===== src/rtl/carfield_reg_demux_to.sv =====
// carfield_reg_demux_to: address-decoded reg-bus demux with per-access timeout and slave quarantine
module carfield_reg_demux_to #(
  parameter int unsigned NumSlv        = 4,
  parameter int unsigned AddrWidth     = 48,
  parameter int unsigned DataWidth     = 32,
  parameter int unsigned TimeoutCycles = 256
) (
  input  logic                                clk_i,
  input  logic                                rst_i,
  input  logic                                mst_valid_i,
  input  logic                                mst_write_i,
  input  logic [AddrWidth-1:0]                mst_addr_i,
  input  logic [DataWidth-1:0]                mst_wdata_i,
  input  logic [DataWidth/8-1:0]              mst_wstrb_i,
  output logic                                mst_ready_o,
  output logic [DataWidth-1:0]                mst_rdata_o,
  output logic                                mst_error_o,
  input  logic [NumSlv-1:0][AddrWidth-1:0]    rule_start_i,
  input  logic [NumSlv-1:0][AddrWidth-1:0]    rule_end_i,
  output logic [NumSlv-1:0]                   slv_valid_o,
  output logic                                slv_write_o,
  output logic [AddrWidth-1:0]                slv_addr_o,
  output logic [DataWidth-1:0]                slv_wdata_o,
  output logic [DataWidth/8-1:0]              slv_wstrb_o,
  input  logic [NumSlv-1:0]                   slv_ready_i,
  input  logic [NumSlv-1:0][DataWidth-1:0]    slv_rdata_i,
  input  logic [NumSlv-1:0]                   slv_error_i,
  input  logic [NumSlv-1:0]                   clr_quarantine_i,
  output logic [NumSlv-1:0]                   quarantine_o,
  output logic [15:0]                         timeout_cnt_o,
  output logic                                busy_o
);
  localparam int unsigned SW = NumSlv > 1 ? $clog2(NumSlv) : 1;
  localparam int unsigned CW = TimeoutCycles > 0 ? $clog2(TimeoutCycles + 1) : 1;
  localparam logic [CW-1:0] LAST = CW'(TimeoutCycles > 0 ? TimeoutCycles - 1 : 0);
  localparam bit TO_EN = TimeoutCycles > 0;
  typedef enum logic [1:0] {IDLE, FWD, RESP} state_e;
  state_e state, state_n;
  logic [SW-1:0] sel, sel_n, idx;
  logic [CW-1:0] cnt;
  logic hit, blocked, done, tmo, accept;
  logic [NumSlv-1:0] qset;
  // descending scan so the lowest matching rule is the one left standing
  always_comb begin
    hit = 1'b0;
    idx = '0;
    for (int k = int'(NumSlv) - 1; k >= 0; k--)
      if (mst_addr_i >= rule_start_i[k] && mst_addr_i < rule_end_i[k]) begin
        hit = 1'b1;
        idx = SW'(k);
      end
  end
  always_comb begin
    accept  = state == IDLE && mst_valid_i;
    blocked = !hit || quarantine_o[idx];
    done    = slv_ready_i[sel];
    tmo     = TO_EN && !done && cnt == LAST;
    state_n = state;
    sel_n   = accept ? idx : sel;
    qset    = '0;
    if (accept) state_n = blocked ? RESP : FWD;
    else if (state == FWD && (done || tmo)) begin
      state_n = RESP;
      qset    = tmo ? NumSlv'(1) << sel : '0;
    end else if (state == RESP) state_n = IDLE;
  end
  always_ff @(posedge clk_i)
    if (rst_i) state <= IDLE;
    else state <= state_n;
  always_ff @(posedge clk_i) begin
    if (rst_i) begin
      sel           <= '0;
      cnt           <= '0;
      mst_ready_o   <= 1'b0;
      mst_error_o   <= 1'b0;
      mst_rdata_o   <= '0;
      busy_o        <= 1'b0;
      slv_valid_o   <= '0;
      slv_write_o   <= 1'b0;
      slv_addr_o    <= '0;
      slv_wdata_o   <= '0;
      slv_wstrb_o   <= '0;
      quarantine_o  <= '0;
      timeout_cnt_o <= '0;
    end else begin
      sel          <= sel_n;
      mst_ready_o  <= state_n == RESP;
      busy_o       <= state_n != IDLE;
      slv_valid_o  <= state_n == FWD ? NumSlv'(1) << sel_n : '0;
      quarantine_o <= (quarantine_o & ~clr_quarantine_i) | qset;
      // preload the error response; a forwarded access overwrites it on ready
      if (accept) begin
        slv_write_o <= mst_write_i;
        slv_addr_o  <= mst_addr_i;
        slv_wdata_o <= mst_wdata_i;
        slv_wstrb_o <= mst_wstrb_i;
        cnt         <= '0;
        mst_rdata_o <= '0;
        mst_error_o <= 1'b1;
      end
      if (state == FWD) begin
        cnt <= cnt + 1'b1;
        if (done) begin
          mst_rdata_o <= slv_rdata_i[sel];
          mst_error_o <= slv_error_i[sel];
        end else if (tmo && timeout_cnt_o != 16'hFFFF) timeout_cnt_o <= timeout_cnt_o + 16'd1;
      end
    end
  end
endmodule


===== config.mk =====
export PLATFORM = sky130hd
export DESIGN_NAME = carfield_reg_demux_to
export DESIGN_NICKNAME = d
export VERILOG_FILES = /design/src/rtl/carfield_reg_demux_to.sv
export SDC_FILE = /design/constraint.sdc
export NUM_CORES = 1
export LEC_CHECK = 0
export CAP_MARGIN = 25
export CORE_AREA = 2 2 294 296
export CTS_CLUSTER_DIAMETER = 50
export DETAILED_ROUTE_END_ITERATION = 6
export DIE_AREA = 0 0 296 298
export SYNTH_ARGS = -nofsm -noshare
export SYNTH_HDL_FRONTEND = slang
export SYNTH_SLANG_ARGS = --single-unit
export TNS_END_PERCENT = 30

===== constraint.sdc =====
create_clock -name clk_i -period 2.8 [get_ports clk_i]
set_input_delay 0.28 -clock clk_i [delete_from_list [all_inputs] [get_ports clk_i]]
set_output_delay 0.28 -clock clk_i [all_outputs]
set_load 0.1 [all_outputs]

Yosys cells after proc, flatten, opt, wreduce, memory -nomap -nowiden
Index checks and enable logic that the tools add are counted.
- input port bits: 612
- logic and storage cells: 88
- bits in writable memories: 0
- register bits: 157
- latch bits: 0
- output and inout port bits: 144
- memory bits (read-only): 0
- memories kept: 0
- add/sub/neg operators: 2
- $mul: 0
- $lt $le $gt $ge: 10
- shift-type cells: 2
- bitwise operators: 5
- reductions and logical operators: 17
- equality and inequality tests: 6
- muxes and demuxes: 32
- div/mod/pow operators: 0
- operators by type and width (operator ; count):
    $ge A48 B48 Y1 ; 4
    $lt A48 B48 Y1 ; 4
    $mux W32 ; 4
    $bmux W32 S2 ; 1
    $mux W2 ; 9
    $mux W9 ; 2
    $add A16 B1 Y16 const B ; 1
    $ne A16 B16 Y1 const B ; 1
    $mux W4 ; 3
    $mux W1 ; 10
    $add A9 B1 Y9 const B ; 1
    $eq A9 B8 Y1 const B ; 1
    $logic_and A1 B1 Y1 ; 8
    $shl A1 B2 Y4 const A ; 2
    $bmux W1 S2 ; 3
    $lt A2 B3 Y1 const B ; 2
    $and A4 B4 Y4 ; 1
    $eq A2 B1 Y1 const B ; 2
    $eq A2 B2 Y1 const B ; 2
    $not A4 Y4 ; 1
    $or A4 B4 Y4 ; 1
    $reduce_bool A2 Y1 ; 2
    $reduce_and A3 Y1 ; 1
    $logic_not A1 Y1 ; 2
    4 further kinds ; 6

Longest topological paths before layout
- word-level depth: 14
- gate-level depth with buffers: 11
- depth with buffers taken out: 11

Least setup slack after synthesis
OpenSTA, ideal clock, no wires.
- path type: reg-to-reg
- start: reg timeout_cnt_o[7]
- end: reg timeout_cnt_o[14]
- data arrival time: 2718 ps
- library setup time: 128 ps
- period minus slack after synthesis: 2845 ps
- cell stages (with the launch flop): 10
- required time: 2672 ps
- path buffers: 0
- setup slack: -45 ps
- path through: dfxtp_1 > and3_1 > and3_1 > nor3b_1 > a41oi_2 > nor2b_1 > nor2b_1 > nand4_1 > xor2_1 > nor2_1
- longest elaborated chain between the ends: 3
- elaborated cells on any way between the ends: 4
- classes of those cells: add/sub: 1; eq/ne: 1; reduce/logical: 2
- ends and longest elaborated chain (element ; RTL line ; text):
    start: declaration ; 30 ; output logic [15:0] timeout_cnt_o,
    start signal: assignment ; 106 ; end else if (tmo && timeout_cnt_o != 16'hFFFF) timeout_cnt_o <= timeout_cnt_o + 16'd1;
    parallel branches: the longest is 3 deep, another holds $add A16 B1 Y16 ; n/a ;
Several ways; the timed one is not identified.
A chain may end at the register's enable or synchronous reset.

Worst setup path after layout
- start: in mst_addr_i[34]
- end: reg slv_valid_o[2]
- longest elaborated chain between the ends: 14
- elaborated cells on any way between the ends: 31
- classes of those cells: order compare: 8; eq/ne: 1; shift: 1; mux: 13; bitwise: 1; reduce/logical: 7
- ends and longest elaborated chain (element ; RTL line ; text):
    start: declaration ; 12 ; input logic [AddrWidth-1:0] mst_addr_i,
    $ge A48 B48 Y1 / $lt A48 B48 Y1 (equally long branches) ; 48 ; if (mst_addr_i >= rule_start_i[k] && mst_addr_i < rule_end_i[k]) begin
    $logic_and A1 B1 Y1 ; 48 ;
    $mux W2 (4 in a row) ; 48 ;
    $bmux W1 S2 ; 55 ; blocked = !hit || quarantine_o[idx];
    $mux W1 (not written as such) ; 55 ;
    $logic_or A1 B1 Y1 ; 55 ;
    $mux W2 (2 in a row) ; 61 ; if (accept) state_n = blocked ? RESP : FWD;
    $eq A2 B1 Y1 ; 89 ; slv_valid_o <= state_n == FWD ? NumSlv'(1) << sel_n : '0;
    $not A1 Y1 (no source line) ; n/a ;
    $reduce_or A2 Y1 (no source line) ; n/a ;
    end signal: assignment ; 89 ;
    end: declaration ; 20 ; output logic [NumSlv-1:0] slv_valid_o,
Several ways; a longest one is shown, not always the timed one. The select of a mux whose other input is x is not followed.

==> results.txt <==
Net Sw Frac -> 43.9%
M1 WL -> 33900 µm
Final Power -> 10.8 mW
number of global-route vias before repair -> 19100
R2R depth -> 11
post-synth top area cell -> ha_1
HP Class -> input pin to flip-flop
CTS Buffer Depth -> 2
final slew viol count -> 0
first-pass GRT wire length -> 118000 µm
R2R Setup Slk -> 0.33 ns
Layout Cells excl Fill -> 4282
critical path class -> input pin to flip-flop
1st-pass router iterations -> 5
Worst Hold Path EP -> slv_addr_o[34]
Final Net Count -> 4112
unrepaired setup endpoints after global routing -> true
Leakage Power -> 14.1 nW
CP peak stage delay -> 0.41 ns
area of the die -> 88200 µm²
CP endpoint kind -> flip-flop
DR iter-0 viols -> 762
Synth cell types -> 70
Setup Viol. Count Final -> 9
Via density -> 4.43
hold_sp -> mst_addr_i[34]
Net Switching -> 4.76 mW
clock share of power -> 23.1%
routed wl met2 -> 41600 µm
startpoint types -> input pin
synth top area cells -> ha_1, dfxtp_1, inv_1
Detail Route met3 WL -> 5960 µm
violated checks -> setup timing
gr ovfl total -> 0
crit-path cells -> buf_8 > buf_6 > ha_4 > and4_1 > nor4bb_4 > buf_6 > nand4_1 > a31oi_4 > a211oi_4 > o31a_1 > buf_4 > buf_6 > a41o_1 > a21oi_4 > buf_4 > nor3_2
warnings from Yosys -> 0
delay-heaviest family, CP -> compound AO/OA/AOI/OAI gates
Final GP Congestion -> 0.921
CP Data Arrival Time -> 3.48 ns
Wirelength per Cell -> 19.7 µm
Primary FF master, synth -> dfxtp_1
Combinational Power Share -> 53.4%
Worst Path Buf+Inv -> 6
drc violations -> 0
EDFF count, synth -> 0
sum of negative setup slack -> -1.91 ns
Inserted Clock Buffers -> 17
final hold violations -> 0
reg2reg end -> timeout_cnt_o[14]
share of layout cells above drive strength 1 -> 26.0%
largest net degree at the start of global routing -> 150
DP HPWL -> 70400 µm
Rel. slew slack -> 46.5%
status -> finished, violations left
cell mode on critical path -> buf_6
Sequential Power Share -> 23.6%
Routed Antenna Nets -> 0
Total GRT Usage -> 18.3%
Final Critical Period -> 3.12 ns
Die Span Y -> 298 µm
Clock Skew -> 0.0245 ns
Netlist Area Pre-Place -> 16100 µm²
die width -> 296 µm
worst hold stages -> 4
placed cell areas -> 26500 µm²
FP Rows -> 107
cells after synthesis -> 2094
Yosys top cell area share -> 29.7%
Critical-path top delay cell -> a31oi_4
Crit Path Max Fanout -> 5
Worst VDD drop -> 432 µV
CP Data Required Time -> 3.16 ns
Max Freq -> 321 MHz
I/O pin count -> 756
Vias -> 19000
Syn Nets -> 3089
Total Wirelength -> 84400 µm
Synth async-reset ratio -> 0%
Root Buffer -> clkbuf_16
top sig layer -> met5
Layout Utilization -> 34.7%
max_cap viols -> 0
Initial Util -> 19.0%
Seq cells post-synth -> 157
Cell Int Power -> 6.07 mW
worst r2r src -> cnt[0]
clock slew at reported path FFs -> 0.09 ns
Worst Tran Pin Value -> 0.802 ns
core area -> 84900 µm²
final setup margin -> -0.318 ns
IO Port Bufs -> 755
clk_lat worst skew -> 0.49 ns
CTS tree -> built
Clock Sinks -> 157
Final period util -> 111%
top cells by count, synth -> inv_1, ha_1, nand2_1, a21oi_1, dfxtp_1
initial antenna violation count -> 21
H-tree depth -> 4
Placed Instances -> 4171
top-count cell post-synth -> inv_1
Avg Cell Area, Syn -> 7.71 µm²
PwrDens -> 368 nW/µm²
Final Cell Area -> 29500 µm²
synth-to-layout area growth -> 82.6%
sequential cell area fraction in the yosys report -> 19.5%
cell usage in the layout, fill, tap and decap left out, drive strengths merged, types with 40 or more instances in the layout:
master / netlist / routed
inv: 394 / 401
clkdlybuf4s50: 0 / 486
buf: 6 / 471
nor2: 69 / 69
nand4: 57 / 57
dlymetal6s2s: 0 / 52
a21o: 40 / 40
o21ai: 51 / 51
ha: 383 / 383
nand2: 299 / 299
a21oi: 256 / 256
nand3: 66 / 66
dfxtp: 157 / 157
metrics by stage:
stage | hold WS [ns] | worst slack [ns]
6_report | 0.171 | -0.318
5_1_grt | 0.168 | -0.354
4_1_cts | 0.149 | -0.258
3_5_place_dp | 0.447 | -1.81
3_3_place_gp | 0.443 | -1.91
2_1_floorplan | 0.416 | 0.0161
power by group through the flow:
stage	combinational (mW)	clock [mW]	sequential (mW)
after floorplan	1.68	0	3.86
after global placement	5.30	0	2.60
after detailed placement	5.34	0	2.60
after CTS	5.60	2.61	2.55
after global routing	6.22	2.67	2.57
final	5.78	2.50	2.55
layout make-up:
cell class | instances | area (µm²)
inverter | 394 | 1480
clock inverter | 15 | 178
tap | 1144 | 1430
sequential | 157 | 3150
clock buffer | 17 | 425
multi-input combinational | 1486 | 13000
antenna | 8 | 20.0
fill | 8838 | 55400
timing repair buffer | 1061 | 9790
state kept, by name, summed over array words and instances, names as in the netlist, 2 cells and up:
register       flops
cnt                9
mst_rdata_o       32
quarantine_o       4
sel                2
slv_addr_o        48
slv_valid_o        4
slv_wdata_o       32
slv_wstrb_o        4
state              2
timeout_cnt_o     16
worst register-to-register path: stages (launching register included):
cell and delay [ns]:
dfxtp_1 0.36, ha_1 0.21, nand3_1 0.12, nor3_1 0.21, ha_1 0.26, nand3b_1 0.21, a41oi_2 0.25, nor2b_1 0.19
nor2b_2 0.20, nand4_1 0.13, xor2_1 0.16, nor2_1 0.05
logic make-up (layout without fill, tap and decap cells):
logic type                 Yosys count  count (layout)  share of synthesized area [%]
buffers and inverters              451            1487                           10.5
AOI/OAI and AO/OA                  458             458                           17.4
xor gates and xnor gates            13              13                          0.706
and+or+nand+nor                    596             596                           17.4
muxes                               36              36                           4.88
DFF                                157             157                           19.5
other                                0               8                              0
adders and majority gates          383             383                           29.7
metal layers:
layer,GRT usage [%],vias to the layer above
met5,0,-
met2,32.5,663
li1,-,9345
met4,6.93,16
met3,4.58,133
met1,20.8,8824
worst max path at each step:
stage	start	to	slack [ns]	cells past startpoint
after CTS	mst_addr_i[33]	slv_valid_o[0]	-0.26	15
after global routing	rule_end_i[59]	slv_valid_o[3]	-0.35	15
after global placement	mst_addr_i[13]	slv_valid_o[3]	-1.91	14
final	mst_addr_i[34]	slv_valid_o[2]	-0.32	16
after floorplan	timeout_cnt_o[9]	timeout_cnt_o[14]	0.02	9
after detailed placement	mst_addr_i[42]	slv_valid_o[3]	-1.81	14
timing repair:
| item | CTS | global route |
|---|---|---|
| hold buffers | 1 | 0 |
| pin swaps | 85 | 96 |
| resized for setup | 325 | 260 |
| endpoints found under the setup margin | 9 | 10 |
| hold endpoints to repair | 1 | 0 |
| buffers inserted | 38 | 42 |
Power figures use the tool's default switching activity.
